--- src/rtl/ql_mem_sched.sv ---
// Bus-phase scheduler and single-port SDRAM arbiter for the QL core.
// Owns slot timing, the speed-dependent CPU slot enable, and the CPU/DMA share of the SDRAM port.
module ql_mem_sched #(
  parameter int SLOT_LEN = 8
) (
  input  logic        clk_sys,
  input  logic        reset,
  input  logic [1:0]  speed,
  input  logic        cpu_ram,
  input  logic        cpu_wr,
  input  logic [23:0] cpu_addr,
  input  logic [15:0] cpu_din,
  input  logic [1:0]  cpu_ds,
  input  logic        dma_req,
  input  logic        dma_wr,
  input  logic [23:0] dma_addr,
  input  logic [15:0] dma_din,
  input  logic [1:0]  dma_ds,
  output logic        ce_p,
  output logic        ce_n,
  output logic        cpu_cycle,
  output logic        dma_ack,
  output logic [15:0] dma_dout,
  output logic        sdram_sync,
  output logic [23:0] sdram_addr,
  output logic [15:0] sdram_din,
  output logic [1:0]  sdram_ds,
  output logic        sdram_we,
  output logic        sdram_oe,
  input  logic [15:0] sdram_dout
);
  localparam int PW = $clog2(SLOT_LEN);
  localparam logic [PW-1:0] PH_LAST = PW'(SLOT_LEN - 1);
  localparam logic [PW-1:0] PH_CAPT = PW'(SLOT_LEN - 2);
  localparam logic [PW-1:0] PH_NEG  = PW'(4);

  typedef enum logic {IDLE, DMA_BUSY} state_t;
  state_t state, state_next;

  logic [PW-1:0] phase;
  logic [1:0]    slot;
  logic          sub;
  logic [1:0]    spd;
  logic          slot_start, frame_start, live_start;
  logic [1:0]    spd_now;
  logic          own_cpu, grant_dma;
  logic [23:0]   dec_addr, hold_addr;
  logic [15:0]   dec_din, hold_din;
  logic [1:0]    dec_ds, hold_ds;
  logic          dec_we, dec_oe, hold_we, hold_oe, hold_cpu;
  logic [15:0]   dout_q;

  assign slot_start  = (phase == '0);
  assign frame_start = slot_start && (slot == 2'd0);
  assign live_start  = slot_start && !reset;
  assign spd_now     = frame_start ? speed : spd;

  // Ownership is decided live at phase 0 and then frozen in the hold registers for the rest of the slot.
  always_comb begin
    own_cpu = 1'b0;
    case (spd_now)
      2'd0:    own_cpu = (slot == 2'd0) && sub;
      2'd1:    own_cpu = (slot == 2'd0) || (slot == 2'd2);
      default: own_cpu = (slot != 2'd3) || !dma_req;
    endcase
  end

  assign grant_dma = !own_cpu && dma_req;
  assign dec_addr  = own_cpu ? cpu_addr : dma_addr;
  assign dec_din   = own_cpu ? cpu_din  : dma_din;
  assign dec_ds    = own_cpu ? cpu_ds   : dma_ds;
  assign dec_we    = own_cpu ? (cpu_ram && cpu_wr)  : (grant_dma && dma_wr);
  assign dec_oe    = own_cpu ? (cpu_ram && !cpu_wr) : (grant_dma && !dma_wr);

  always_ff @(posedge clk_sys) begin
    if (reset) begin
      phase <= '0;
      slot  <= 2'd0;
      sub   <= 1'b0;
      spd   <= 2'd0;
    end else begin
      phase <= phase + 1'b1;
      if (phase == PH_LAST) begin
        slot <= slot + 2'd1;
        if (slot == 2'd3) sub <= !sub;
      end
      if (frame_start) spd <= speed;
    end
  end

  always_ff @(posedge clk_sys) begin
    if (reset) begin
      hold_cpu  <= 1'b0;
      hold_addr <= '0;
      hold_din  <= '0;
      hold_ds   <= '0;
      hold_we   <= 1'b0;
      hold_oe   <= 1'b0;
    end else if (slot_start) begin
      hold_cpu  <= own_cpu;
      hold_addr <= dec_addr;
      hold_din  <= dec_din;
      hold_ds   <= dec_ds;
      hold_we   <= dec_we;
      hold_oe   <= dec_oe;
    end
  end

  // Capture one clock early so read data is already valid on the ack clock.
  always_ff @(posedge clk_sys) begin
    if (reset) dout_q <= '0;
    else if (state == DMA_BUSY && phase == PH_CAPT && hold_oe) dout_q <= sdram_dout;
  end

  always_ff @(posedge clk_sys) begin
    if (reset) state <= IDLE;
    else       state <= state_next;
  end

  always_comb begin
    state_next = state;
    case (state)
      IDLE:     if (slot_start && grant_dma) state_next = DMA_BUSY;
      DMA_BUSY: if (phase == PH_LAST) state_next = IDLE;
      default:  state_next = IDLE;
    endcase
  end

  assign ce_p       = live_start;
  assign ce_n       = (phase == PH_NEG) && !reset;
  assign sdram_sync = live_start;
  assign cpu_cycle  = live_start ? own_cpu  : hold_cpu;
  assign sdram_addr = live_start ? dec_addr : hold_addr;
  assign sdram_din  = live_start ? dec_din  : hold_din;
  assign sdram_ds   = live_start ? dec_ds   : hold_ds;
  assign sdram_we   = live_start ? dec_we   : hold_we;
  assign sdram_oe   = live_start ? dec_oe   : hold_oe;
  assign dma_ack    = (state == DMA_BUSY) && (phase == PH_LAST) && !reset;
  assign dma_dout   = dout_q;
endmodule
--- config.mk ---
export PLATFORM = sky130hd
export DESIGN_NAME = ql_mem_sched
export DESIGN_NICKNAME = d
export VERILOG_FILES = /design/src/rtl/ql_mem_sched.sv
export SDC_FILE = /design/constraint.sdc
export NUM_CORES = 1
export LEC_CHECK = 0
export CAP_MARGIN = 20
export CORE_UTILIZATION = 44
export DETAILED_ROUTE_END_ITERATION = 8
export PLACE_DENSITY = 0.87
export RECOVER_POWER = 50
export SETUP_SLACK_MARGIN = 0.5
export SLEW_MARGIN = 20
export SYNTH_ARGS = -nofsm -noshare
export SYNTH_HDL_FRONTEND = slang
export SYNTH_SLANG_ARGS = --single-unit
export TNS_END_PERCENT = 10
--- constraint.sdc ---
create_clock -name clk_sys -period 5 [get_ports clk_sys]
set_input_delay 1.25 -clock clk_sys [delete_from_list [all_inputs] [get_ports clk_sys]]
set_output_delay 1.25 -clock clk_sys [all_outputs]
set_load 0.05 [all_outputs]
==> results of run 1 <==
==> sequential cells by signal, indices dropped and copies added (netlist names) <==
register,cells
hold_addr,24
dma_dout,16
hold_din,16
phase,3
hold_ds,2
slot,2
spd,2
hold_cpu,1
hold_oe,1
hold_we,1
state,1
sub,1
==> cell type report <==
cell class	instances	share of cell area, %
Timing Repair Buffer	185	38.9
Multi-Input combinational cell	322	31.9
Sequential cell	70	22.9
Clock buffer	11	2.31
Tap cell	102	2.08
Clock inverter	5	1.74
Inverter	4	0.245
==> where the power goes <==
| group | internal [mW] | switching [mW] | leakage, nW |
|---|---|---|---|
| clock | 0.346 | 0.211 | 0.120 |
| sequential | 0.615 | 0.0328 | 0.577 |
| combinational | 0.529 | 0.595 | 1.81 |
| total | 1.49 | 0.839 | 2.51 |
==> worst min-delay path, cell delays in order (launching register included) <==
cell and delay (ns):
dfxtp_1 0.31, nand2_1 0.05, a21oi_1 0.05
==> cell usage after synthesis (2+ instances only) <==
master / instances / area share (%)
nor2b_1: 5 / 0.90
ha_1: 7 / 2.5
buf_6: 2 / 0.65
or3_1: 2 / 0.36
buf_8: 2 / 0.86
inv_1: 4 / 0.43
a21oi_1: 63 / 9.1
a211oi_1: 44 / 9.5
nand2_1: 42 / 4.5
mux2i_1: 45 / 13
nand2b_1: 2 / 0.36
buf_4: 3 / 0.65
dfxtp_1: 70 / 40
nor2_1: 98 / 11
clkbuf_1: 29 / 3.1
nand3_1: 2 / 0.29
==> timing repair <==
item                                   4_1_cts  5_1_grt
cloned                                       0        6
gates resized for setup                      5       19
setup endpoints to repair                   38       43
pin swaps                                    0        3
buffers inserted                             0        1
hold buffers                                 0        0
endpoints found under the hold margin        0        0
==> path summary, 6_finish.rpt <==
path / from / end / cells past startpoint
hold / removal: dma_dout[2]$_SDFFE_PP0P_ / dma_dout[2]$_SDFFE_PP0P_ / 2
setup reg to reg: phase[0]$_SDFF_PP0_ / hold_ds[0]$_SDFFE_PP0N_ / 10
setup / recovery: speed[0] / sdram_din[4] / 8
hold reg to reg: dma_dout[2]$_SDFFE_PP0P_ / dma_dout[2]$_SDFFE_PP0P_ / 2
==> metal layers <==
metal | GRT usage (%) | vias up | routed length (um)
met1 | 27.0 | 1706 | 4310
met5 | 0 | - | 0
met2 | 46.8 | 166 | 5890
li1 | - | 1815 | -
met3 | 6.99 | 32 | 744
met4 | 9.52 | 0 | 293
==> logic make-up (layout without fill, tap and decap cells) <==
group	after synthesis	after routing	synth area share [%]
AND/OR/NAND/NOR	155	155	17.9
flip-flops	70	70	40.3
multiplexers	47	47	13.6
XOR/XNOR	2	2	0.504
adder cells (fa/ha/maj)	7	7	2.52
buffers and inverters	40	205	5.73
AO/OA/AOI/OAI	110	111	19.3
==> cell usage in the layout (no fill, tap or decap), types with 2 or more instances in the layout <==
master and instances:
clkdlybuf4s50_1 118, nor2_1 96, dfxtp_1 70, a21oi_1 59, buf_12 47, a211oi_1 44
nand2_1 42, mux2i_1 39, clkbuf_8 10, ha_1 7, dlygate4sd3_1 6, mux2i_2 5
clkbuf_16 5, inv_1 4, a21oi_2 4, nor2b_1 4, buf_4 4, bufinv_16 3
nand2b_1 2, nand3_1 2, a31oi_1 2, or3_1 2, clkbuf_1 2, buf_6 2
==> results.md, run 1 <==
* Run status: finished, violations left
* Failing checks: capacitance limit, slew limit
* Placement Cell Area at 5660 um2
* Die height at 90.8 um
* Setup Slack @ Placement at 0.361 ns
* CP arrival at 3.30 ns
* FFs w/ async S/R, synth at 0%
* Final Hold Vio Count at 0
* Register area share after synthesis at 40.3%
* Clk slew on worst S/H paths at 0.07 ns
* Synth unique cells at 27
* Family with the most delay on the worst path: buffers and inverters
* Crit start category: input port
* Worst slew pin tran at 1.54 ns
* Slowest stage delay, CP at 0.55 ns
* Pwr Total at 2.33 mW
* CTS HTree Levels at 3
* Finished Core Util at 79.7%
* Peak supply drop at 0.248 mV
* Detailed router's first-iteration violation count at 156
* Max cap viols at 1
* Die Wd at 90.8 um
* First-pass GRT wire length at 16800 um
* Antenna diodes at 0
* WP buf/inv at 4
* DRT Pass-1 Iters at 4
* Crit-path max FO at 9
* Row cnt at 32
* Clk Latency, worst-skew pair at 0.34 ns
* Final Max Slew Viols at 35
* Gpl congestion at 0.755
* Setup ws final at 0.452 ns
* RSZ-0062 raised after global routing: no
* Slowest CP cell: dlygate4sd3_1
* Vias per cell at 5.32
* Number of flops mapped to enable cells by yosys at 0
* Relative slew slack at -2.38%
* PortBufs at 172
* DRC Markers at 0
* Leakage power total at 2.51 nW
* Fillers at 495
* Setup Crit Path Kind: in2out
* Overall routed net length at 11200 um
* Gr usage total at 25.2%
* Power per cell area at 380 nW/um2
* CP most frequent cell: buf_12
* Ys Warns at 0
* Post-DP HPWL at 7600 um
* Clock root buffer: clkbuf_8
* Non-filler instance count after layout at 699
* Via count at 3719
* CTS buffer count at 9
* Layout cells sized above 1 at 14.9%
* Synth Instances at 431
* Hold Slack at 0.456 ns
* Predominant post-synthesis flop cell: dfxtp_1
* Finished Cell Area at 6120 um2
* Hold WC Path Type: reg2reg
* Reg-to-reg slack, setup at 2.27 ns
* Io pins at 173
* CP cell instances: dlygate4sd3_1, nand3_1, a31oi_1, buf_12, clkbuf_16, mux2i_1, a21oi_1, buf_12
* Vias in the first global route at 3645
* Avg Cell Area, Syn at 8.06 um2
* Antenna violations before repair at 0
* Final min period at 4.55 ns
* Period utilization at 91.0%
* Detail Route Antenna Nets at 0
* Clock buffer depth at 2
* Sink Count at 70
* Worst EP required at 3.75 ns
* FF+latch count, synth at 70
* Placed cell count at 676
* Register Area at 1400 um2
* CP Capture Type: output pin
* Routed WL per cell at 16.1 um
* Clock Skew at 0.0125 ns
* Net count after synthesis at 546
* Total gr overflow at 0
* Largest net degree at the start of global routing at 61
* Core area at 7690 um2
* Initial Util at 45.2%
* Fin Setup TNS at 0 ns
* Final net count at 707
* Synthesized area at 3470 um2
* CTS tree: built
* Final setup viols at 0
* Die area at 8250 um2
* Area Overhead vs Synth at 76.3%
* Multi-input gate area at 1950 um2
* Highest Clock Rate at 0.220 GHz
(Power assumes the default switching activity.)
==> inputs of run 2 (changes only) <==
Settings changed: CORE_MARGIN set to 4.
==> run 2 against run 1 <==
Largest cell class unchanged. Cell area is 3.5% lower. Clock skew hardly changed. Final cell count is 0.72% lower. The flow still finishes with violations (capacitance limit, slew limit). Critical path depth stayed put. Worst setup slack better by 0.057 ns. Clock power is 22% lower. Critical endpoint is now sdram_we. First-iteration DRC count is 17% lower. Maximum frequency is 1.3% higher. Largest power group unchanged. Global-route usage is 3.8 points lower. Total power is 8.3% lower. Combinational power is 6% lower.
==> results.md, run 2 (synthesized netlist as in run 1, its figures left out) <==
* Largest net degree at the start of global routing at 78 (was 61)
* Antenna violations before repair at 0 (unchanged)
* Sink Count at 70 (unchanged)
* P_int at 1.35 mW (was 1.49 mW)
* Commonest non-fill, non-tap cell in the layout: clkdlybuf4s50_1 (unchanged)
* Post-DP HPWL at 7820 um (was 7600 um)
* Gpl congestion at 0.808 (was 0.755)
* Die Wd at 96.8 um (was 90.8 um)
* Antenna diodes at 0 (unchanged)
* Vias per cell at 5.20 (was 5.32)
* CP cell instances: dlygate4sd3_1, mux2i_1, nor2_1, a31oi_4, buf_6, mux2_1, a21oi_2, buf_12 (was dlygate4sd3_1, nand3_1, a31oi_1, buf_12, clkbuf_16, mux2i_1, a21oi_1, buf_12)
* Die area at 9380 um2 (was 8250 um2)
* Share of power burned in registers at 30.2% (was 27.8%)
* Final Hold Vio Count at 0 (unchanged)
* Layout cells sized above 1 at 12.5% (was 14.9%)
* Final Max Slew Viols at 41 (was 35)
* Clock network fraction of design power at 20.5% (was 23.9%)
* PortBufs at 172 (unchanged)
* Clk slew on worst S/H paths at 0.06 ns (was 0.07 ns)
* Clock Skew at 0.0122 ns (was 0.0125 ns)
* Clock root buffer: clkbuf_8 (unchanged)
* Detailed router's first-iteration violation count at 129 (was 156)
* Peak supply drop at 0.214 mV (was 0.248 mV)
* Die height at 96.8 um (was 90.8 um)
* Hold WC Path Type: reg2reg (unchanged)
* Routed WL per cell at 14.7 um (was 16.1 um)
* Worst slew pin tran at 1.74 ns (was 1.54 ns)
* Fin Setup TNS at 0 ns (unchanged)
* DRT Pass-1 Iters at 4 (unchanged)
* Detail Route Antenna Nets at 0 (unchanged)
* Power per cell area at 362 nW/um2 (was 380 nW/um2)
* Run status: finished, violations left (unchanged)
* Most frequent cells in the layout: clkdlybuf4s50_1, nor2_1, dfxtp_1 (unchanged)
* Max FFs per register at 24 (unchanged)
* CP arrival at 3.24 ns (was 3.30 ns)
* Most flops, register: hold_addr (unchanged)
* CTS tree: built (unchanged)
* Area Overhead vs Synth at 70.1% (was 76.3%)
* RSZ-0062 raised after global routing: yes (was no)
* Clock buffer depth at 2 (unchanged)
* Highest Clock Rate at 0.223 GHz (was 0.220 GHz)
* Initial Util at 45.2% (unchanged)
* Vias in the first global route at 3583 (was 3645)
* Worst EP required at 3.75 ns (about the same)
* Overall routed net length at 10200 um (was 11200 um)
* Leakage power total at 2.46 nW (was 2.51 nW)
* Final min period at 4.49 ns (was 4.55 ns)
* Core area at 7690 um2 (unchanged)
* Final setup viols at 0 (unchanged)
* Period utilization at 89.8% (was 91.0%)
* Slowest CP cell: dlygate4sd3_1 (unchanged)
* Slowest stage delay, CP at 0.55 ns (about the same)
* Final net count at 702 (was 707)
* Crit start category: input port (unchanged)
* Via count at 3607 (was 3719)
* Failing checks: capacitance limit, slew limit (unchanged)
* Gr usage total at 21.5% (was 25.2%)
* Crit-path max FO at 8 (was 9)
* Io pins at 173 (unchanged)
* CTS buffer count at 9 (unchanged)
* Net Switching at 0.788 mW (was 0.839 mW)
* Fillers at 525 (was 495)
* CTS HTree Levels at 3 (unchanged)
* Total gr overflow at 0 (unchanged)
* First-pass GRT wire length at 16900 um (was 16800 um)
* DRC Markers at 0 (unchanged)
* Clk Latency, worst-skew pair at 0.33 ns (was 0.34 ns)
* Max cap viols at 1 (unchanged)
* Combinational share of power at 49.3% (was 48.3%)
* Cts hold-fix bufs at 0 (unchanged)
* Switching share of power at 36.9% (was 36.0%)
* CP Capture Type: output pin (unchanged)
* Finished Core Util at 76.9% (was 79.7%)
* Setup Crit Path Kind: in2out (unchanged)
* Relative slew slack at -16.3% (was -2.38%)
* Row cnt at 32 (unchanged)
==> run 2: cell types whose count changed in the layout (fill, tap and decap cells not counted), moves of 2 or more <==
cell / change
a21oi_1: +3
a21oi_2: -3
bufinv_16: -2
clkbuf_1: +2
clkbuf_16: -5
clkdlybuf4s50_1: -10
dlygate4sd3_1: +12
mux2i_1: +4
mux2i_2: -3
==> run 2: per-layer routing <==
metal	global-route usage (%)	vias to the layer above	wire length, um
met5	0	-	0
met4	8.53	0	226
met3	6.34	20	706
met2	38.1	137	5240
met1	24.0	1644	4050
li1	-	1806	-
==> run 2: layout make-up <==
type,instances,area [um2],share of cell area (%)
repair buffers,181,2260,38.3
inverters,4,15.0,0.254
clock inverters,3,43.8,0.741
clock buffers,13,149,2.52
flip-flops and latches,70,1400,23.7
well taps,102,128,2.16
multi-input cells,321,1910,32.3
==> run 2: power by group through the flow <==
stage / sequential, mW / clock (mW) / combinational [mW]
floorplan: 0.650 / 0 / 0.576
finish: 0.646 / 0.437 / 1.05
global route: 0.653 / 0.484 / 1.11
CTS: 0.646 / 0.452 / 1.04
detailed placement: 0.657 / 0 / 1.04
global placement: 0.654 / 0 / 1.02
==> run 2: final timing paths <==
kind | from | to | slack, ns | depth (start not counted)
worst max register to register | phase[0]$_SDFF_PP0_ | hold_we$_SDFFE_PP0N_ | 2.52 | 8
worst min register to register | phase[0]$_SDFF_PP0_ | phase[0]$_SDFF_PP0_ | 0.45 | 1
worst max-delay path | speed[1] | sdram_we | 0.51 | 8
worst min-delay path | phase[0]$_SDFF_PP0_ | phase[0]$_SDFF_PP0_ | 0.45 | 1
==> run 2: what timing repair did <==
| action | CTS | global route |
|---|---|---|
| resized for setup | 1 | 7 |
| setup buffers | 0 | 3 |
| pin swaps | 0 | 2 |
| endpoints found under the setup margin | 24 | 37 |
==> run 2: through the flow <==
stage | hold slack (ns) | power, mW | area [um2] | cells | worst slack (ns)
2_1_floorplan | 0.417 | 1.23 | 3470 | 431 | 0.771
3_3_place_gp | 0.428 | 1.67 | 5670 | 675 | 0.519
3_5_place_dp | 0.445 | 1.70 | 5670 | 675 | 0.424
4_1_cts | 0.459 | 2.14 | 5860 | 691 | 0.483
5_1_grt | 0.479 | 2.25 | 5910 | 694 | 0.310
6_report | 0.451 | 2.14 | 5910 | 694 | 0.509
==> run 2: worst max-delay path, delay by kind of cell <==
kind | cells | cell delay [ns]
and+or+nand+nor | 1 | 0.11
AOI/OAI and AO/OA | 2 | 0.43
muxes | 2 | 0.55
buffers and inverters | 3 | 0.90
==> inputs of run 3 (changes only) <==
Settings changed: CORE_UTILIZATION 44 to 45, CTS_BUF_LIST set to sky130_fd_sc_hd__clkbuf_4 sky130_fd_sc_hd__clkbuf_8, PLACE_DENSITY 0.87 to 0.88.
==> run 3 against run 2 <==
The flow still finishes with violations (capacitance limit, slew limit). Via count grew 0.47%. First-iteration DRC count up 12%. Sequential cell count unchanged. Global-route usage rose by 2.6 points. Non-clock buffer count grew 1. Maximum frequency grew 0.71%. Critical path depth stayed put. Clock power rose by 3%. Critical endpoint is now sdram_din[15]. Highest routed layer unchanged.
==> results.md, run 3 (synthesized netlist as in run 1, its figures left out) <==
* DRC Markers at 0 (unchanged)
* Crit-path max FO at 11 (was 8)
* Area Overhead vs Synth at 70.1% (unchanged)
* Layout cells sized above 1 at 13.2% (was 12.5%)
* Final Hold Vio Count at 0 (unchanged)
* Post-DP HPWL at 8430 um (was 7820 um)
* Max cap viols at 1 (unchanged)
* Final setup viols at 0 (unchanged)
* Vias in the first global route at 3646 (was 3583)
* Clock Skew at 0.0122 ns (about the same)
* Antenna diodes at 0 (unchanged)
* Die area at 9190 um2 (was 9380 um2)
* Fin Setup TNS at 0 ns (unchanged)
* Overall routed net length at 11300 um (was 10200 um)
* Cts hold-fix bufs at 0 (unchanged)
* CP Capture Type: output pin (unchanged)
* Gpl congestion at 0.811 (was 0.808)
* Failing checks: capacitance limit, slew limit (unchanged)
* Non-filler instance count after layout at 692 (was 694)
* Power per cell area at 366 nW/um2 (was 362 nW/um2)
* Commonest non-fill, non-tap cell in the layout: clkdlybuf4s50_1 (unchanged)
* Largest net degree at the start of global routing at 91 (was 78)
* Leakage power total at 2.45 nW (was 2.46 nW)
* Run status: finished, violations left (unchanged)
* Placed cell count at 674 (was 675)
* CTS HTree Levels at 3 (unchanged)
* Period utilization at 89.2% (was 89.8%)
* RSZ-0062 raised after global routing: yes (unchanged)
* CTS buffer count at 9 (unchanged)
* Pwr Total at 2.16 mW (was 2.14 mW)
* Gr usage total at 24.1% (was 21.5%)
* Clock root buffer: clkbuf_8 (unchanged)
* Setup Crit Path Kind: in2out (unchanged)
* Initial Util at 47.1% (was 45.2%)
* Clk Latency, worst-skew pair at 0.34 ns (was 0.33 ns)
* Most flops, register: hold_addr (unchanged)
* Via count at 3624 (was 3607)
* Vias per cell at 5.24 (was 5.20)
* Relative slew slack at -94.9% (was -16.3%)
* Row cnt at 31 (was 32)
* Final min period at 4.46 ns (was 4.49 ns)
* Placement Cell Area at 5660 um2 (was 5670 um2)
* Antenna violations before repair at 0 (unchanged)
* Final Max Slew Viols at 66 (was 41)
* Highest Clock Rate at 0.224 GHz (was 0.223 GHz)
* Crit start category: input port (unchanged)
* Hold WC Path Type: reg2reg (unchanged)
* Detailed router's first-iteration violation count at 144 (was 129)
* Total gr overflow at 0 (unchanged)
* Clk slew on worst S/H paths at 0.07 ns (was 0.06 ns)
* Die height at 95.9 um (was 96.8 um)
* Worst EP required at 3.75 ns (about the same)
* Die Wd at 95.9 um (was 96.8 um)
* Core area at 7370 um2 (was 7690 um2)
* Finished Cell Area at 5910 um2 (unchanged)
* Max FFs per register at 24 (unchanged)
* First-pass GRT wire length at 17300 um (was 16900 um)
* Io pins at 173 (unchanged)
* DRT Pass-1 Iters at 4 (unchanged)
* Sink Count at 70 (unchanged)
* Detail Route Antenna Nets at 0 (unchanged)
* Peak supply drop at 0.214 mV (about the same)
* CP arrival at 3.21 ns (was 3.24 ns)
* Final net count at 703 (was 702)
* PortBufs at 172 (unchanged)
* Routed WL per cell at 16.4 um (was 14.7 um)
* Most frequent cells in the layout: clkdlybuf4s50_1, nor2_1, dfxtp_1 (unchanged)
* Clock buffer depth at 2 (unchanged)
* Worst slew pin tran at 2.92 ns (was 1.74 ns)
* CTS tree: built (unchanged)
[run 3: cell type report]
cell class                 count  area [um2]
multi-input combinational    321        1910
sequential                    70        1400
clock inverter                 7        75.1
timing repair buffer         182        2260
tap                           99         124
fill                         482        1460
inverter                       4        15.0
clock buffer                   9         124
[run 3: report_power, final]
group | internal [mW] | total (mW) | switching [mW]
Combinational | 0.489 | 1.06 | 0.572
Sequential | 0.615 | 0.647 | 0.0319
Clock | 0.231 | 0.452 | 0.221
Total | 1.34 | 2.16 | 0.825
[run 3: stage by stage]
stage,util (%),hold WS [ns],setup slack (ns)
floorplan,-,0.417,0.771
global placement,76.9,0.432,0.499
detailed placement,76.9,0.445,0.422
CTS,79.6,0.460,0.467
global route,80.2,0.470,0.464
finish,80.2,0.453,0.541
[run 3: layer usage]
layer  vias up  global-route usage [%]  part of all wire (%)  wire [um]
met4         0                    11.0                   2.6        293
li1       1808                       -                     -          -
met3        25                    4.61                   6.9        783
met1      1655                    26.4                    38       4330
met5         -                       0                     0          0
met2       136                    44.6                    52       5930
[run 3: path summary, 6_finish.rpt]
path	endpoint	slack (ns)	cells past startpoint	startpoint
worst max register to register	hold_din[10]$_SDFFE_PP0N_	2.41	9	slot[0]$_SDFFE_PP0N_
worst max-delay path	sdram_din[15]	0.54	8	speed[1]
worst min-delay path	phase[0]$_SDFF_PP0_	0.45	1	phase[0]$_SDFF_PP0_
worst min register to register	phase[0]$_SDFF_PP0_	0.45	1	phase[0]$_SDFF_PP0_
[run 3: repair_timing]
| action | 4_1_cts | 5_1_grt |
|---|---|---|
| pin swaps | 0 | 1 |
| setup buffers | 0 | 2 |
| endpoints found under the setup margin | 20 | 42 |
| gates resized for setup | 1 | 8 |
[run 3: critical path: stages]
cell and delay, ns:
clkdlybuf4s50_1 0.42, mux2i_1 0.22, nor2_1 0.12, a31oi_4 0.30
buf_6 0.24, mux2i_1 0.31, a21oi_1 0.16, buf_12 0.17
